==> config.mk <==
export PLATFORM = sky130hd
export DESIGN_NAME = adder64_reg
export DESIGN_NICKNAME = d
export VERILOG_FILES = /design/src/rtl/adder64_reg_pkg.sv /design/src/rtl/adder64_reg_cla4.sv /design/src/rtl/adder64_reg.sv
export SDC_FILE = /design/constraint.sdc
export NUM_CORES = 1
export LEC_CHECK = 0
export ABC_AREA = 1
export CORE_MARGIN = 1.5
export CORE_UTILIZATION = 30
export CTS_CLUSTER_DIAMETER = 80
export DETAILED_ROUTE_END_ITERATION = 16
export PLACE_DENSITY_LB_ADDON = 0.12
export SLEW_MARGIN = 20
export SYNTH_ARGS = -nofsm -noshare
export SYNTH_HDL_FRONTEND = slang
export SYNTH_SLANG_ARGS = --single-unit
==> constraint.sdc <==
create_clock -name clk -period 1 [get_ports clk]
set_clock_uncertainty 0.15 [all_clocks]
set_input_delay 0.1 -clock clk [delete_from_list [all_inputs] [get_ports clk]]
set_output_delay 0.1 -clock clk [all_outputs]
set_load 0.01 [all_outputs]
==> src/rtl/adder64_reg_pkg.sv <==
// Shared constants for the registered CLA adder.
package adder64_reg_pkg;
  localparam int unsigned WIDTH_DEFAULT = 64;
  localparam int unsigned CLA_GROUP     = 4;
endpackage

==> src/rtl/adder64_reg_cla4.sv <==
// 4-bit carry-lookahead group: sum bits, carry out, and group propagate/generate.
module cla4 (
  input  logic [3:0] a,
  input  logic [3:0] b,
  input  logic       ci,
  output logic [3:0] s,
  output logic       co,
  output logic       gp,
  output logic       gg
);
  logic [3:0] p;
  logic [3:0] g;
  logic [3:0] c;

  assign p = a ^ b;
  assign g = a & b;

  // Carries fully expanded so no bit waits on its neighbour inside the group.
  assign c[0] = ci;
  assign c[1] = g[0] | (p[0] & ci);
  assign c[2] = g[1] | (p[1] & g[0]) | (p[1] & p[0] & ci);
  assign c[3] = g[2] | (p[2] & g[1]) | (p[2] & p[1] & g[0]) | (p[2] & p[1] & p[0] & ci);

  assign gp = &p;
  assign gg = g[3] | (p[3] & g[2]) | (p[3] & p[2] & g[1]) | (p[3] & p[2] & p[1] & g[0]);
  assign co = gg | (gp & ci);

  assign s = p ^ c;
endmodule

==> src/rtl/adder64_reg.sv <==
// Registered two's-complement adder (sum, carry-out, signed overflow) built from
// a ripple chain of 4-bit CLA groups; default use is the PC+4 path.
module adder64_reg
  import adder64_reg_pkg::*;
#(
  parameter int unsigned WIDTH = WIDTH_DEFAULT
) (
  input  logic             clk,
  input  logic             rst_n,
  input  logic             in_valid,
  input  logic [WIDTH-1:0] a,
  input  logic [WIDTH-1:0] b,
  input  logic             cin,
  output logic [WIDTH-1:0] sum,
  output logic             cout,
  output logic             overflow,
  output logic             out_valid
);
  localparam int unsigned NGROUPS = WIDTH / CLA_GROUP;

  logic [NGROUPS:0]   carry;
  logic [NGROUPS-1:0] grp_p;
  logic [NGROUPS-1:0] grp_g;
  logic [WIDTH-1:0]   sum_d;
  logic               cout_d;
  logic               ovf_d;

  logic [WIDTH-1:0]   sum_q;
  logic               cout_q;
  logic               ovf_q;
  logic               valid_q;

  assign carry[0] = cin;

  genvar k;
  generate
    for (k = 0; k < NGROUPS; k++) begin : g_cla
      cla4 u_cla4 (
        .a  (a[k*CLA_GROUP +: CLA_GROUP]),
        .b  (b[k*CLA_GROUP +: CLA_GROUP]),
        .ci (carry[k]),
        .s  (sum_d[k*CLA_GROUP +: CLA_GROUP]),
        .co (carry[k+1]),
        .gp (grp_p[k]),
        .gg (grp_g[k])
      );
    end
  endgenerate

  // Group P/G are kept for a future second lookahead level; the chain ripples today.
  logic unused_group_pg;
  assign unused_group_pg = ^{grp_p, grp_g};

  assign cout_d = carry[NGROUPS];
  assign ovf_d  = (a[WIDTH-1] == b[WIDTH-1]) && (sum_d[WIDTH-1] != a[WIDTH-1]);

  always_ff @(posedge clk or negedge rst_n) begin
    if (!rst_n) begin
      sum_q   <= '0;
      cout_q  <= 1'b0;
      ovf_q   <= 1'b0;
      valid_q <= 1'b0;
    end else begin
      valid_q <= in_valid;
      if (in_valid) begin
        sum_q  <= sum_d;
        cout_q <= cout_d;
        ovf_q  <= ovf_d;
      end
    end
  end

  assign sum       = sum_q;
  assign cout      = cout_q;
  assign overflow  = ovf_q;
  assign out_valid = valid_q;
endmodule

==> results of run 1 <==
synthesized netlist by cell type, drive strengths merged:
cell type and instances:
a211oi 2, a21oi 45, a31oi 1, a32o 1, buf 4, clkbuf 10, clkinv 2, dfrtp 67
fa 16, ha 64, inv 24, nand2 182, nand3 28, nand4 1, nor2 30, nor3 1
o21ai 45, o21bai 9, xnor2 18, xor2 23
worst register-to-register path: stages, from the launching register on:
cell	delay, ns
dfrtp_1	0.38
buf_4	0.13
buf_4	0.12
nor2_1	0.08
a31oi_1	0.05
area by class of cell:
cell class                 count  area, um2
multi-input combinational    466       3900
inverter                      26        100
fill                        1455       6970
clock inverter                 2       10.0
timing repair buffer         388       3270
clock buffer                  14        264
tap                          220        275
sequential                    67       1680
stage by stage:
stage | power (mW) | setup TNS [ns] | setup slack (ns) | instance area, um2
after floorplan | 5.63 | -77.14 | -2.17 | 5230
after global placement | 8.38 | -130.95 | -2.73 | 8450
after detailed placement | 8.46 | -134.07 | -2.81 | 8450
after CTS | 11.8 | -85.21 | -2.00 | 9040
after global routing | 13.0 | -101.10 | -2.25 | 9500
final | 12.2 | -89.22 | -2.02 | 9500
logic make-up (layout without fill, tap and decap cells):
| logic type | Yosys count | after routing |
|---|---|---|
| XOR/XNOR | 41 | 41 |
| adder cells (fa/ha/maj) | 80 | 80 |
| AO/OA/AOI/OAI | 103 | 103 |
| AND/OR/NAND/NOR | 242 | 242 |
| buffers and inverters | 40 | 430 |
| flip-flops | 67 | 67 |
power breakdown:
part	total, mW	switching, mW	internal, mW	leakage, nW
Combinational	5.61	2.45	3.16	3.72
Sequential	3.56	0.327	3.23	0.813
Clock	2.99	1.18	1.81	0.137
sequential cells by signal, indices dropped and copies added, names as in the netlist:
| register | flops |
|---|---|
| sum | 64 |
| cout | 1 |
| out_valid | 1 |
| overflow | 1 |
worst paths after layout:
kind / startpoint / end / slack (ns) / cells past startpoint
min: in_valid / sum[3] / 0.08 / 3
min reg2reg: sum[48] / sum[48] / 0.32 / 2
max: b[6] / sum[60] / -2.02 / 35
max reg2reg: sum[58] / sum[58] / -0.03 / 4
max in group asynchronous: rst_n / sum[37] / 0.34 / 3
min in group asynchronous: rst_n / sum[3] / 0.14 / 3
timing repair:
action | in CTS | in global routing
resized for setup | 488 | 76
buffers inserted | 35 | 27
setup endpoints to repair | 133 | 130
pin swaps | 83 | 93
hold buffers | 1 | 0
hold endpoints to repair | 67 | 0
per-layer routing:
layer / track usage (%) / routed length [um] / vias up
met2: 32.7 / 8200 / 138
li1: - / - / 2675
met1: 21.8 / 6580 / 2479
met4: 6.11 / 305 / 0
met3: 4.48 / 877 / 26
met5: 0 / 0 / -
==> impl_metrics.ini, run 1 <==
[timing]
fin_crit_sh_pct = 302
hold_viol = 0
timing.hold.ws_ns = 0.0753
setup_viol = 129
max_slew.worst_pin.slew_ns = 0.436
min_period_ns = 3.02
drv_slew = 0
rsz0062_at_grt = true
max-slew-margin-rel_pct = 70.8
setup_ws_ns = -2.02
fmax_mhz = 331

[synth]
muxShareOfSynthArea_pct = 0
ys_top_cells_by_area = dfrtp_1 33%, ha_1 16%, nand2_1 11%, fa_1 6.4%, nand2_4 5.1%
ys_seq_area_share_pct = 33.3
yosysUniqueCellTypes = 28
syn_nets = 785
yosysTopAreaCellShare_pct = 33.3
synth_top_family_by_area = simple AND/OR/NAND/NOR gates
syn-cell-area_mm2 = 0.00504
syn_area_per_cell_um2 = 8.79
synth-seq-cells = 67
synthSimpleGateAreaFrac_pct = 22.8
synthCells = 573
synth-xor-area-share_pct = 7.13
yosysWarnings = 0
synth_top_area_cell = dfrtp_1
synth_compound_area_share_pct = 11.2
yosys.area_share.adder_pct = 22.3

[setup_path]
cp-start-kind = primary input
crit_top_cell = nand2_4
max_stage_delay_ns = 0.53
cp_max_fo = 3
crit_family = simple AND/OR/NAND/NOR gates
crit_path_end_kind = flop
crit_slowest_cell = fa_2
path_buf_inv = 1
crit_arrival_ns = 3.14
worstPathRequired_ns = 1.12
critPathKind = in -> reg

[die]
fp.dieH_um = 133
rows = 47
core_region_area_mm2 = 0.0165
dieArea_mm2 = 0.0176
die_w_um = 133
initial_core_util_pct = 30.6
ios = 199

[grt]
grt_start_max_net_pins = 38
grt_first_pass_wirelength_um = 26100
grt_usage_pct = 18.4
grt_pass1_vias = 5549
antenna_found_initial = 0
grt_overflow = 0

[placed_design]
gp_congestion = 0.847
io_buffers = 198
dp_hpwl_um = 12000
dp.cells = 1110

[cts]
cts.sinks = 67
cts_root_buf = clkbuf_16
clk_latency_ns = 0.32
cts_tree = done
numCtsBuffers = 9
htreeDepth = 3
path_clk_slew_ns = 0.06
ctsLongestPathBuffers = 2

[drt]
wl_um = 16000
drt_iter0_drc = 151
final_antenna_net_count = 0
wl_per_cell_um = 13.5
drt_pass1_iterations = 4
detailroute.via_count = 5318
vias_per_cell = 4.50
drc = 0

[flow_run]
max_cap_viol_count = 0

[status]
violations = setup timing
status = complete, but fails checks

[final_layout]
fin_cells = 1183
antenna_cells = 0
fin_util_pct = 57.7
layout-drive-gt1-share_pct = 46.9
final_common_cell = buf_4
nets = 1170
syn_to_final_growth_pct = 88.6
final_cell_mix = 164 x buf_4, 128 x nand2_1, 94 x clkdlybuf4s50_1, 67 x dfrtp_1, 56 x buf_2

[power]
cellLeakagePower_nw = 4.67
vdd_drop_max_mv = 0.775
powerDensity_mw_per_mm2 = 1280

[hold_path]
min_path_type = in -> reg
No activity file was read; power rests on OpenSTA's default activity.
==> run 2: changes to the inputs <==
Settings changed: CORE_UTILIZATION 30 to 45, SLEW_MARGIN 20 to default.
==> impl_metrics.ini, run 2 (same netlist as run 1, synthesis figures left out) <==
[status]
status = complete, but fails checks
violations = setup timing

[setup_path]
rr_worst_depth = 4
cp_max_fo = 3
crit_path_end_kind = flop
crit_arrival_ns = 3.22
crit_slowest_cell = ha_4
max_stage_delay_ns = 0.25
crit_top_cell = nand2_4
worstPathRequired_ns = 1.09
critPathKind = in -> reg
cp-start-kind = primary input

[timing]
drv_slew = 0
timing.hold.ws_ns = 0.00566
setup_viol = 130
fin_crit_sh_pct = 313
min_period_ns = 3.13
max-slew-margin-rel_pct = 71.2
rsz0062_at_grt = true
hold_viol = 0
max_slew.worst_pin.slew_ns = 0.432
fmax_mhz = 319
setup_ws_ns = -2.13

[grt]
grt_start_max_net_pins = 39
grt_first_pass_wirelength_um = 27300
grt_pass1_vias = 6054
grt_usage_pct = 29.6
antenna_found_initial = 1
grt_overflow = 0

[cts]
cts_root_buf = clkbuf_8
cts.sinks = 67
htreeDepth = 3
clk_latency_ns = 0.33
ctsLongestPathBuffers = 2
numCtsBuffers = 9
path_clk_slew_ns = 0.08
cts_tree = done

[power]
cellLeakagePower_nw = 4.69
vdd_drop_max_mv = 0.886
p_total_mw = 11.7
powerDensity_mw_per_mm2 = 1240

[final_layout]
final_common_cell = buf_4
fill_cells = 573
nets = 1176
multi_input_area_mm2 = 0.00388
register_area_mm2 = 0.00168
syn_to_final_growth_pct = 86.8
layout-drive-gt1-share_pct = 46.3
final_cell_mix = 175 x buf_4, 130 x nand2_1, 92 x clkdlybuf4s50_1, 67 x dfrtp_1, 56 x buf_6
fin_util_pct = 86.4
fin_cells = 1110
largest_reg_flops = 64

[placed_design]
dp.cells = 1042
dp_hpwl_um = 12400
place_ws_ns = -2.80
io_buffers = 198
gp_congestion = 0.904

[die]
initial_core_util_pct = 46.3
rows = 38
dieArea_mm2 = 0.0118
fp.dieH_um = 109
ios = 199
die_w_um = 109
core_region_area_mm2 = 0.0109

[flow_run]
max_cap_viol_count = 0

[drt]
final_antenna_net_count = 0
drt_iter0_drc = 334
drt_pass1_iterations = 4
wl_per_cell_um = 18.2
wl_um = 20200
vias_per_cell = 5.33
detailroute.via_count = 5918
drc = 0

[hold_path]
min_path_type = in -> async
## run 2: critical path, delay by kind of cell
family | cells | cell delay, ns
buffers and inverters | 4 | 0.49
adders and majority gates | 1 | 0.25
AOI/OAI and AO/OA | 2 | 0.42
and+or+nand+nor | 28 | 1.91
## run 2: layout make-up
cell class	count	share of cell area (%)
flip-flops and latches	67	17.8
repair buffers	394	36.2
clock buffers	13	1.48
clock inverters	3	0.160
well taps	140	1.86
diodes	1	0.0266
multi-input cells	466	41.3
inverters	26	1.14
## run 2: where the power goes
group	switching (mW)	total [mW]	internal [mW]	leakage (nW)
Combinational	2.77	6.05	3.28	3.80
Sequential	0.364	3.59	3.22	0.813
Clock	1.13	2.03	0.896	0.0812
Total	4.27	11.7	7.40	4.69
## run 2: timing repair
item	4_1_cts	5_1_grt
endpoints found under the setup margin	133	132
hold endpoints to repair	67	0
gates cloned	1	0
hold buffers	1	0
buffers inserted	28	27
pin swaps	101	88
gates resized for setup	499	82
## run 2: final timing paths
kind	startpoint	to	slack (ns)
max in group asynchronous	rst_n	sum[27]	0.26
min in group clk	b[0]	sum[0]	0.12
max	b[9]	sum[59]	-2.13
min	rst_n	sum[3]	0.006
max reg2reg	sum[57]	sum[57]	-0.08
min reg2reg	sum[23]	sum[23]	0.35
## run 2: per-layer routing
layer	GRT usage [%]	vias up	share of wire [%]
met4	13.7	0	4.9
met1	31.7	2900	36
met5	0	-	0
met2	55.2	261	52
met3	6.22	77	6.7
li1	-	2680	-
## run 2: stage by stage
step                      TNS, ns  cell area (um2)
after floorplan            -77.14             5230
after global placement    -128.39             8460
after detailed placement  -135.37             8460
after CTS                  -86.76             8930
after global routing      -100.67             9410
final                      -92.02             9410
==> run 3: changes to the inputs <==
Settings changed: CORE_MARGIN 1.5 to 1.
==> impl_metrics.ini, run 3 (same netlist as run 1, synthesis figures left out) <==
[timing]
hold_viol = 0
min_period_ns = 3.13
fmax_mhz = 319
rsz0062_at_grt = true
max_slew.worst_pin.slew_ns = 0.387
setup_viol = 130
setup_ws_ns = -2.13
drv_slew = 0
max-slew-margin-rel_pct = 74.1
fin_crit_sh_pct = 313

[cts]
ctsLongestPathBuffers = 2
cts_root_buf = clkbuf_8
clk_latency_ns = 0.35
cts.sinks = 67
numCtsBuffers = 9
cts_tree = done
path_clk_slew_ns = 0.07
htreeDepth = 3

[drt]
vias_per_cell = 5.25
final_antenna_net_count = 0
detailroute.via_count = 5943
drt_iter0_drc = 336
drt_pass1_iterations = 5
wl_um = 20100
drc = 0
wl_per_cell_um = 17.8

[setup_path]
max_stage_delay_ns = 0.45
critPathKind = in -> reg
crit_top_cell = nand2_4
cp-start-kind = primary input
crit_arrival_ns = 3.22
worstPathRequired_ns = 1.08
cp_max_fo = 3
crit_path_end_kind = flop
crit_slowest_cell = clkdlybuf4s50_1

[power]
cellLeakagePower_nw = 4.78
vdd_drop_max_mv = 0.708
powerDensity_mw_per_mm2 = 1260
p_total_mw = 12.1

[grt]
antenna_found_initial = 1
grt_usage_pct = 30.8
grt_pass1_vias = 6067
grt_first_pass_wirelength_um = 27700
grt_start_max_net_pins = 49
grt_overflow = 0

[die]
rows = 38
fp.dieH_um = 108
initial_core_util_pct = 46.3
core_region_area_mm2 = 0.0109
dieArea_mm2 = 0.0116
die_w_um = 108
ios = 199

[final_layout]
final_common_cell = buf_4
layout-drive-gt1-share_pct = 48.4
largest_reg_flops = 64
fin_util_pct = 88.2
nets = 1200
syn_to_final_growth_pct = 90.6
final_cell_mix = 190 x buf_4, 123 x nand2_1, 93 x clkdlybuf4s50_1, 67 x dfrtp_1, 58 x buf_6

[placed_design]
dp_hpwl_um = 12100
io_buffers = 198
gp_congestion = 0.876

[status]
status = complete, but fails checks
violations = setup timing

[hold_path]
min_path_type = in -> async

[flow_run]
max_cap_viol_count = 0
run 3: area by class of cell:
type	count	area (um2)
repair buffers	418	3590
clock inverters	3	40.0
diodes	1	2.50
clock buffers	11	141
fillers	502	1290
well taps	140	175
flip-flops and latches	67	1680
inverters	26	100
multi-input cells	466	3870
run 3: per-layer routing:
| metal | vias up | wire length (um) | GRT usage (%) |
|---|---|---|---|
| li1 | 2728 | - | - |
| met1 | 2854 | 7080 | 32.9 |
| met2 | 283 | 10700 | 57.1 |
| met3 | 78 | 1430 | 6.17 |
| met4 | 0 | 933 | 15.8 |
| met5 | - | 0 | 0 |
run 3: what timing repair did:
action                     in CTS  in global routing
buffers inserted               61                 38
hold endpoints to repair       67                  0
setup endpoints to repair     133                130
gates resized for setup       505                 82
hold buffers                    1                  0
pin swaps                      99                 79
run 3: worst paths after layout:
path / startpoint / endpoint / slack [ns] / depth (start not counted)
hold / removal: rst_n / sum[3] / 0.02 / 2
setup reg to reg: sum[46] / sum[46] / -0.12 / 4
setup / recovery: a[16] / sum[61] / -2.13 / 29
min in group clk: b[0] / sum[0] / 0.09 / 4
hold reg to reg: sum[48] / sum[48] / 0.33 / 2
max in group asynchronous: rst_n / sum[47] / 0.22 / 3
run 3: worst max-delay path, delay by kind of cell:
kind,cells,cell delay (ns)
XOR/XNOR,1,0.19
AND/OR/NAND/NOR,21,1.26
AO/OA/AOI/OAI,4,0.60
buffers and inverters,1,0.45
adder cells (fa/ha/maj),2,0.59
run 3: where the power goes:
group	internal (mW)	leakage [nW]	switching, mW
registers	3.22	0.813	0.369
clock network	1.19	0.0950	1.08
logic	3.43	3.87	2.82
run 3: through the flow:
stage               instances  setup TNS [ns]  area (um2)  setup WS (ns)  hold slack, ns
floorplan                 573          -77.14        5230          -2.17          -0.346
global placement         1042         -128.80        8460          -2.64          -0.150
detailed placement       1042         -135.04        8460          -2.79          -0.146
CTS                      1114          -90.83        9150          -1.99          0.0267
global route             1132         -102.24        9600          -2.20          0.0335
finish                   1132          -96.30        9600          -2.13          0.0151
